<file path="src/rtl/fwft_word_serializer_if.sv">
// Bus bundle for fwft_word_serializer.
//  master : serializer side (pops the FIFO, drives the chunk stream)
//  slave  : environment side (FIFO head + stream sink)
// Signals: fifo_empty, fifo_data, fifo_read, out_data, out_valid,
//          out_ready, out_last, busy.
interface fwft_word_serializer_if #(
   parameter int unsigned IN_WIDTH  = 32,
   parameter int unsigned OUT_WIDTH = 8
);
   logic                 fifo_empty;
   logic [IN_WIDTH-1:0]  fifo_data;
   logic                 fifo_read;
   logic [OUT_WIDTH-1:0] out_data;
   logic                 out_valid;
   logic                 out_ready;
   logic                 out_last;
   logic                 busy;

   modport master (
      input  fifo_empty, fifo_data, out_ready,
      output fifo_read, out_data, out_valid, out_last, busy
   );

   modport slave (
      output fifo_empty, fifo_data, out_ready,
      input  fifo_read, out_data, out_valid, out_last, busy
   );
endinterface

</file>
<file path="src/rtl/fwft_word_serializer.sv">
// Read side of the FWFT FIFO: pops IN_WIDTH-bit words and emits them as
// IN_WIDTH/OUT_WIDTH chunks, MSB chunk first, on a valid/ready stream.
// Back-to-back words stream without bubbles (reload on the last transfer).
// Ports:
//  clk  : rising-edge clock
//  resn : synchronous active-low reset
//  bus  : fwft_word_serializer_if.master (FIFO pop side + chunk stream)
// Build option: FWFT_SERIALIZER_IDLE_FILL_EN -- when defined, IDLE presents
// IDLE_PATTERN filler chunks and an IDLE load needs a filler transfer.
module fwft_word_serializer #(
   parameter int unsigned          IN_WIDTH     = 32,
   parameter int unsigned          OUT_WIDTH    = 8,
   parameter logic [OUT_WIDTH-1:0] IDLE_PATTERN = 8'hBC
) (
   input logic                    clk,
   input logic                    resn,
   fwft_word_serializer_if.master bus
);

   localparam int unsigned NCHUNK = IN_WIDTH / OUT_WIDTH;
   localparam int unsigned CNT_W  = (NCHUNK > 1) ? $clog2(NCHUNK) : 1;

   typedef enum logic {
      ST_IDLE = 1'b0,
      ST_SEND = 1'b1
   } state_e;

   state_e              state_q;
   logic [IN_WIDTH-1:0] shift_q;
   logic [CNT_W-1:0]    cnt_q;
   logic                last_q;

   logic idle_c;
   logic send_c;
   logic idle_pop_ok_c;
   logic xfer_c;
   logic fifo_read_c;

   // Pop strobe: load from IDLE, or reload on the final chunk's transfer.
   always_comb begin
      idle_c = (state_q == ST_IDLE);
      send_c = (state_q == ST_SEND);
`ifdef FWFT_SERIALIZER_IDLE_FILL_EN
      // The filler chunk must be consumed in the same cycle as the pop.
      idle_pop_ok_c = bus.out_ready;
`else
      idle_pop_ok_c = 1'b1;
`endif
      xfer_c      = send_c & bus.out_ready;
      fifo_read_c = resn & ~bus.fifo_empty &
                    ((idle_c & idle_pop_ok_c) | (xfer_c & last_q));
   end

   // State, shift register, chunk counter and registered last flag.
   always_ff @(posedge clk) begin
      if (!resn) begin
         state_q <= ST_IDLE;
         shift_q <= '0;
         cnt_q   <= '0;
         last_q  <= 1'b0;
      end else if (fifo_read_c) begin
         state_q <= ST_SEND;
         shift_q <= bus.fifo_data;
         cnt_q   <= '0;
         last_q  <= (NCHUNK == 1);
      end else if (xfer_c) begin
         if (last_q) begin
            state_q <= ST_IDLE;
            last_q  <= 1'b0;
         end else begin
            shift_q <= shift_q << OUT_WIDTH;
            cnt_q   <= cnt_q + CNT_W'(1);
            // Flag the chunk that becomes current after this shift.
            last_q  <= ((32'(cnt_q) + 32'd1) == (NCHUNK - 32'd1));
         end
      end
   end

   assign bus.fifo_read = fifo_read_c;
   assign bus.out_data  = send_c ? shift_q[IN_WIDTH-1 -: OUT_WIDTH] : IDLE_PATTERN;
   assign bus.out_last  = last_q;
   assign bus.busy      = send_c;

`ifdef FWFT_SERIALIZER_IDLE_FILL_EN
   // Filler is offered in IDLE whenever reset is released.
   assign bus.out_valid = send_c | (idle_c & resn);
`else
   assign bus.out_valid = send_c;
`endif

endmodule

</file>
<file path="src/flat_wrapper.sv">
// flat-port wrapper written by rule: the top's interface ports become plain ports
module fwft_word_serializer_flat 
#(
   parameter int unsigned          IN_WIDTH     = 32,
   parameter int unsigned          OUT_WIDTH    = 8,
   parameter logic [OUT_WIDTH-1:0] IDLE_PATTERN = 8'hBC
)
  (clk, resn, bus_fifo_empty, bus_fifo_data, bus_out_ready, bus_fifo_read, bus_out_data, bus_out_valid, bus_out_last, bus_busy);
  fwft_word_serializer_if #(.IN_WIDTH(IN_WIDTH), .OUT_WIDTH(OUT_WIDTH)) bus_i ();
  input logic clk;
  input logic resn;
  input wire logic [$bits(bus_i.fifo_empty)-1:0] bus_fifo_empty;
  input wire logic [$bits(bus_i.fifo_data)-1:0] bus_fifo_data;
  input wire logic [$bits(bus_i.out_ready)-1:0] bus_out_ready;
  output wire logic [$bits(bus_i.fifo_read)-1:0] bus_fifo_read;
  output wire logic [$bits(bus_i.out_data)-1:0] bus_out_data;
  output wire logic [$bits(bus_i.out_valid)-1:0] bus_out_valid;
  output wire logic [$bits(bus_i.out_last)-1:0] bus_out_last;
  output wire logic [$bits(bus_i.busy)-1:0] bus_busy;
  assign bus_i.fifo_empty = bus_fifo_empty;
  assign bus_i.fifo_data = bus_fifo_data;
  assign bus_i.out_ready = bus_out_ready;
  assign bus_fifo_read = bus_i.fifo_read;
  assign bus_out_data = bus_i.out_data;
  assign bus_out_valid = bus_i.out_valid;
  assign bus_out_last = bus_i.out_last;
  assign bus_busy = bus_i.busy;
  fwft_word_serializer #(.IN_WIDTH(IN_WIDTH), .OUT_WIDTH(OUT_WIDTH), .IDLE_PATTERN(IDLE_PATTERN)) u_core (.clk(clk), .resn(resn), .bus(bus_i));
endmodule
</file>
<file path="config.mk">
export PLATFORM = sky130hd
export DESIGN_NAME = fwft_word_serializer_flat
export DESIGN_NICKNAME = d
export VERILOG_FILES = /design/src/rtl/fwft_word_serializer_if.sv /design/src/rtl/fwft_word_serializer.sv /design/src/flat_wrapper.sv
export SDC_FILE = /design/constraint.sdc
export NUM_CORES = 1
export LEC_CHECK = 0
export ABC_AREA = 1
export BUFFER_PORTS_ARGS = -buffer_cell sky130_fd_sc_hd__buf_4
export CORE_ASPECT_RATIO = 0.75
export CORE_MARGIN = 1
export CORE_UTILIZATION = 54
export DETAILED_ROUTE_END_ITERATION = 6
export PLACE_DENSITY_LB_ADDON = 0.25
export SLEW_MARGIN = 20
export SYNTH_ARGS = -nofsm -noshare
export SYNTH_HDL_FRONTEND = slang
export SYNTH_SLANG_ARGS = --single-unit
</file>
<file path="constraint.sdc">
create_clock -name clk -period 1.5 [get_ports clk]
set_input_delay 0.075 -clock clk [delete_from_list [all_inputs] [get_ports clk]]
set_output_delay 0.075 -clock clk [all_outputs]
set_load 0.005 [all_outputs]
</file>
# Word-level counts from Yosys, hierarchy flattened
# Cells that the tools add are included.
[totals]
wordCells = 31
reg_bits = 36
out_inout_bits = 12
[classes]
mux = 8
n_eq_ne = 2
addsub = 2
bitwise = 9
n_reduce_logical = 6
[ops]
columns = ["operator", "count"]
rows = [
  ["32-bit 2-to-1 mux", 3],
  ["32-bit by 2-bit == test with 1-bit output (second input constant)", 1],
  ["8-bit 2-to-1 mux", 1],
  ["2-bit AND reduction", 3],
  ["1-bit bitwise AND", 4],
  ["1-bit 2-to-1 mux", 4],
  ["1-bit inverter", 4],
  ["2-bit nonzero test", 2],
  ["2-bit by 1-bit adder with 3-bit output (second input constant)", 1],
  ["2-bit by 1-bit adder with 2-bit output (second input constant)", 1],
  ["2-bit != test (second input constant)", 1],
  ["2-bit OR reduction", 1],
  ["1-bit bitwise OR", 1],
]

# Longest topological paths before layout
[logic_depth]
word_depth = 6
depth_mapped = 8

# Worst setup path before layout
# OpenSTA, ideal clock, no wires.
[synth_timing]
path_kind = "reg-to-reg"
start = "register u_core.state_q (netlist: u_core.bus.busy)"
end = "register u_core.shift_q[26]"
setup_ns = 0.071
n_path_buf = 3
t_arrival_ns = 1.128
path_stages_with_launch = 8
slack_ns = 0.301
t_required_ns = 1.429
path_cell_list = "dfxtp_1 buf_2 nand2_4 nand2_4 buf_8 buf_12 nand3_2 a21oi_2"
[synth_via]
elab_chain_len = 6
[synth_rtl]
columns = ["element", "line_no", "rtl"]
rows = [
  ["from (decl)", "fwft_word_serializer.sv:28", "state_e state_q;"],
  ["from (signal assigned)", "fwft_word_serializer.sv:57", "state_q <= ST_IDLE;"],
  ["from (signal assigned)", "fwft_word_serializer.sv:62", "state_q <= ST_SEND;"],
  ["from (signal assigned)", "fwft_word_serializer.sv:68", "state_q <= ST_IDLE;"],
  ["1-bit bitwise AND", "fwft_word_serializer.sv:49", "xfer_c = send_c & bus.out_ready;"],
  ["1-bit bitwise AND", "fwft_word_serializer.sv:51", "((idle_c & idle_pop_ok_c) | (xfer_c & last_q));"],
  ["1-bit bitwise OR", "fwft_word_serializer.sv:51", ""],
  ["1-bit bitwise AND", "fwft_word_serializer.sv:50", "fifo_read_c = resn & ~bus.fifo_empty &"],
  ["2-bit != test (no line) / 2-bit nonzero test (equally long branches)", "n/a", ""],
  ["2-bit AND reduction (no line)", "n/a", ""],
  ["to (signal assigned)", "fwft_word_serializer.sv:63", "shift_q <= bus.fifo_data;"],
  ["to (signal assigned)", "fwft_word_serializer.sv:71", "shift_q <= shift_q << OUT_WIDTH;"],
  ["to (decl)", "fwft_word_serializer.sv:29", "logic [IN_WIDTH-1:0] shift_q;"],
]
# Parallel ways exist; a longest one is shown, timed or not.
# A chain may end at the register's enable or synchronous reset.

# Final worst setup path
[layout_timing]
start = "register u_core.last_q (netlist: u_core.bus.out_last)"
end = "output port bus_fifo_read"
[layout_via]
elab_chain_len = 3
[layout_rtl]
columns = ["element", "line_no", "rtl"]
rows = [
  ["from (decl)", "fwft_word_serializer.sv:31", "logic last_q;"],
  ["from (signal assigned)", "fwft_word_serializer.sv:65", "last_q <= (NCHUNK == 1);"],
  ["from (signal assigned)", "fwft_word_serializer.sv:74", "last_q <= ((32'(cnt_q) + 32'd1) == (NCHUNK - 32'd1));"],
  ["1-bit bitwise AND", "fwft_word_serializer.sv:51", ""],
  ["1-bit bitwise OR", "fwft_word_serializer.sv:51", ""],
  ["1-bit bitwise AND", "fwft_word_serializer.sv:50", ""],
  ["to (decl)", "flat_wrapper.sv:15", "output wire logic [$bits(bus_i.fifo_read)-1:0] bus_fifo_read;"],
]
# Every way passes these cells.

==> results.md <==
* CTS Hold Buffers Added at 0
* Die X at 73.9 µm
* Psw at 0.582 mW
* Setup violators final at 0
* Worst Tran Pin Value at 0.427 ns
* Slowest-stage cell, CP: dfxtp_1
* Area delta synth->final at 22.2%
* Most Used Layer, Global Route: met2
* Status: finished, final reports clean
* Crit path buf inv count at 2
* Drt total wl at 4.62 mm
* Crit-path max cell delay at 0.43 ns
* Top cells by area, synth: dfxtp_1 (34%), nand2_1 (12%), nand3_2 (9.1%)
* Yosys warns at 0
* CTS tree: built
* HP Start: bus_fifo_empty
* Die area at 0.00414 mm²
* 1st-pass router iterations at 5
* Area share of the largest cell type after synthesis at 34.4%
* Cells after Synth at 269
* Met1 Use GR at 34.9%
* Vias post-DR at 1,948
* Worst skew pair latency at 0.29 ns
* Core area at 0.00368 mm²
* Clock power share at 33.7%
* Total power at 2.20 mW
* Yosys reg bits at 36
* Final nets at 347
* # IOs at 48
* Antenna violations before repair at 0
* # clock sinks at 36
* Final hold vios at 0
* Fill count at 328
* Sequential fraction of the synthesis area at 34.4%
* DIE HEIGHT at 56.0 µm
* DRC errors left at 0
* Cell type with the largest total area after synthesis: dfxtp_1
* Post-route ant nets at 0
* Max_slew headroom at 71.5%
* Crit Path Category: register to primary output
* Setup TNS at 0 ns
* Worst vdd ir at 0.588 mV
* Crit. End Element: primary output
* Crit path time final at 1.38 ns
* Total grt overflow at 0
* Post-Syn Area at 0.00210 mm²
* Clock-pin slew on the worst setup and hold paths at 0.07 ns
* Layout cells sized above 1 at 33.2%
* WL per Instance at 12.8 µm
* Fin crit share at 92.0%
* Max Root-Sink Buffers at 2
* Port Buffer Count at 47
* First-pass GRT wire length at 7.96 mm
* Clock H-tree levels at 2
* Unrepaired setup endpoints after global routing: no
* # rows at 19
* Crit path cell chain: nand2_4 > nand2_4 > nand2_4 > inv_4 > buf_4
* Vias per std cell at 5.38
* GRT Total Usage at 25.0%
* Worst Clk Skew at 0.00359 ns
* Power density over cell area at 859 mW/mm²
* Starting DRC count in detailed routing at 118
* M2 GR Usage at 37.5%
* Hold Path Class: primary input to register
* GPL Wtd Cong at 0.813
* Syn_nets at 306
* CP most frequent cell: nand2_4
* Sw frac at 26.5%
* CTS root buffer: clkbuf_8
* GR Util met3 at 5.43%
* Leakage power at 1.10 nW
* # Max-Cap Violations at 0
* Final Slew Violations at 0
* Pin count of the biggest net entering global routing at 35
* R2R setup slack at 0.23 ns
* Sequential power share at 47.5%
* Critical Path Fanout Max at 17
* Fmax at 724 MHz
* Post-DP HPWL at 3.16 mm
* WP data required at 1.42 ns
* Antenna diodes at 0
* Hold slack final at 0.0123 ns
* Syn_area_per_cell at 7.79 µm²
* Critical path startpoint: u_core.bus.out_last$_SDFFE_PP0N_
* Cell variety after synth at 23
* Worst path top cell family by delay: flip-flops
* Critical Path AT at 1.31 ns
* Initial Util at 56.9%
* Critical register-to-register path startpoint: u_core.bus.busy$_SDFFE_PN0P_
* CTS buffer count at 5
* Internal power at 1.62 mW
* Logic gate share of total power at 18.8%
* Vias in the first global route at 1,759
* Worst Setup Start Kind: register
==> layer usage <==
layer | up-vias | wire [µm]
li1 | 1001 | -
met1 | 893 | 2250
met2 | 47 | 2070
met3 | 7 | 235
met4 | 0 | 60
met5 | - | 0
==> cell type report <==
| class | count | area (µm²) | share of cell area (%) |
|---|---|---|---|
| Multi-Input combinational cell | 193 | 1150 | 44.8 |
| Sequential cell | 36 | 721 | 28.1 |
| Timing Repair Buffer | 60 | 475 | 18.6 |
| Clock buffer | 7 | 96.3 | 3.76 |
| Tap cell | 52 | 65.1 | 2.54 |
| Inverter | 14 | 55.1 | 2.15 |
==> flip-flops by register name, summed over array words and instances (netlist names) <==
name                 count
u_core.bus.out_last      1
u_core.bus.busy          1
u_core.shift_q          32
u_core.cnt_q             2
==> what timing repair did <==
item | 4_1_cts | 5_1_grt
resized for setup | 0 | 1
endpoints found under the setup margin | 0 | 1
buffers inserted | 0 | 0
==> power by group through the flow <==
stage	logic, mW	clock network [mW]	registers (mW)
floorplan	0.277	0	1.06
global placement	0.407	0	1.07
detailed placement	0.415	0	1.07
CTS	0.416	0.753	1.04
global route	0.463	0.791	1.05
finish	0.414	0.740	1.05
==> through the flow <==
step / utilization, % / cells / area, µm² / setup slack, ns
after floorplan: - / 269 / 2100 / 0.301
after global placement: 66.8 / 355 / 2460 / 0.278
after detailed placement: 66.8 / 355 / 2460 / 0.247
after CTS: 69.4 / 362 / 2560 / 0.0517
after global routing: 69.5 / 362 / 2560 / 0.0368
final: 69.5 / 362 / 2560 / 0.120
==> cells in the final DEF (no fill, tap or decap), drive strengths merged <==
master,count
nand2,70
ha,1
a21oi,34
clkbuf,7
inv,14
nand3b,24
xor2,1
buf,60
nand4,24
dfxtp,36
nor3,1
nor2,2
nand3,35
o21ai,1
==> Yosys cell counts <==
master / instances
buf_8: 2
nand4_1: 24
inv_2: 3
ha_1: 1
inv_1: 11
nand2_4: 3
nand3_2: 19
buf_4: 3
nor2_1: 1
a21oi_2: 10
nor3_1: 1
buf_12: 1
buf_6: 1
dfxtp_1: 36
clkbuf_1: 4
nor2_8: 1
xor2_1: 1
buf_2: 15
nand3_1: 16
nand3b_1: 24
a21oi_1: 24
nand2_1: 67
o21ai_0: 1
==> worst paths after layout <==
| check | cells after the start | to |
|---|---|---|
| setup / recovery | 5 | bus_fifo_read |
| setup reg to reg | 5 | u_core.shift_q[6]$_SDFFE_PN0P_ |
| hold / removal | 2 | u_core.bus.busy$_SDFFE_PN0P_ |
| hold reg to reg | 2 | u_core.shift_q[24]$_SDFFE_PN0P_ |
==> kinds of logic after synthesis <==
| group | Yosys count | synth area share [%] |
|---|---|---|
| adder cells (fa/ha/maj) | 1 | 0.597 |
| AO/OA/AOI/OAI | 35 | 10.1 |
| flip-flops | 36 | 34.4 |
| buffers and inverters | 40 | 10.8 |
| AND/OR/NAND/NOR | 156 | 43.6 |
| XOR/XNOR | 1 | 0.418 |
Power figures use the tool's default switching activity.
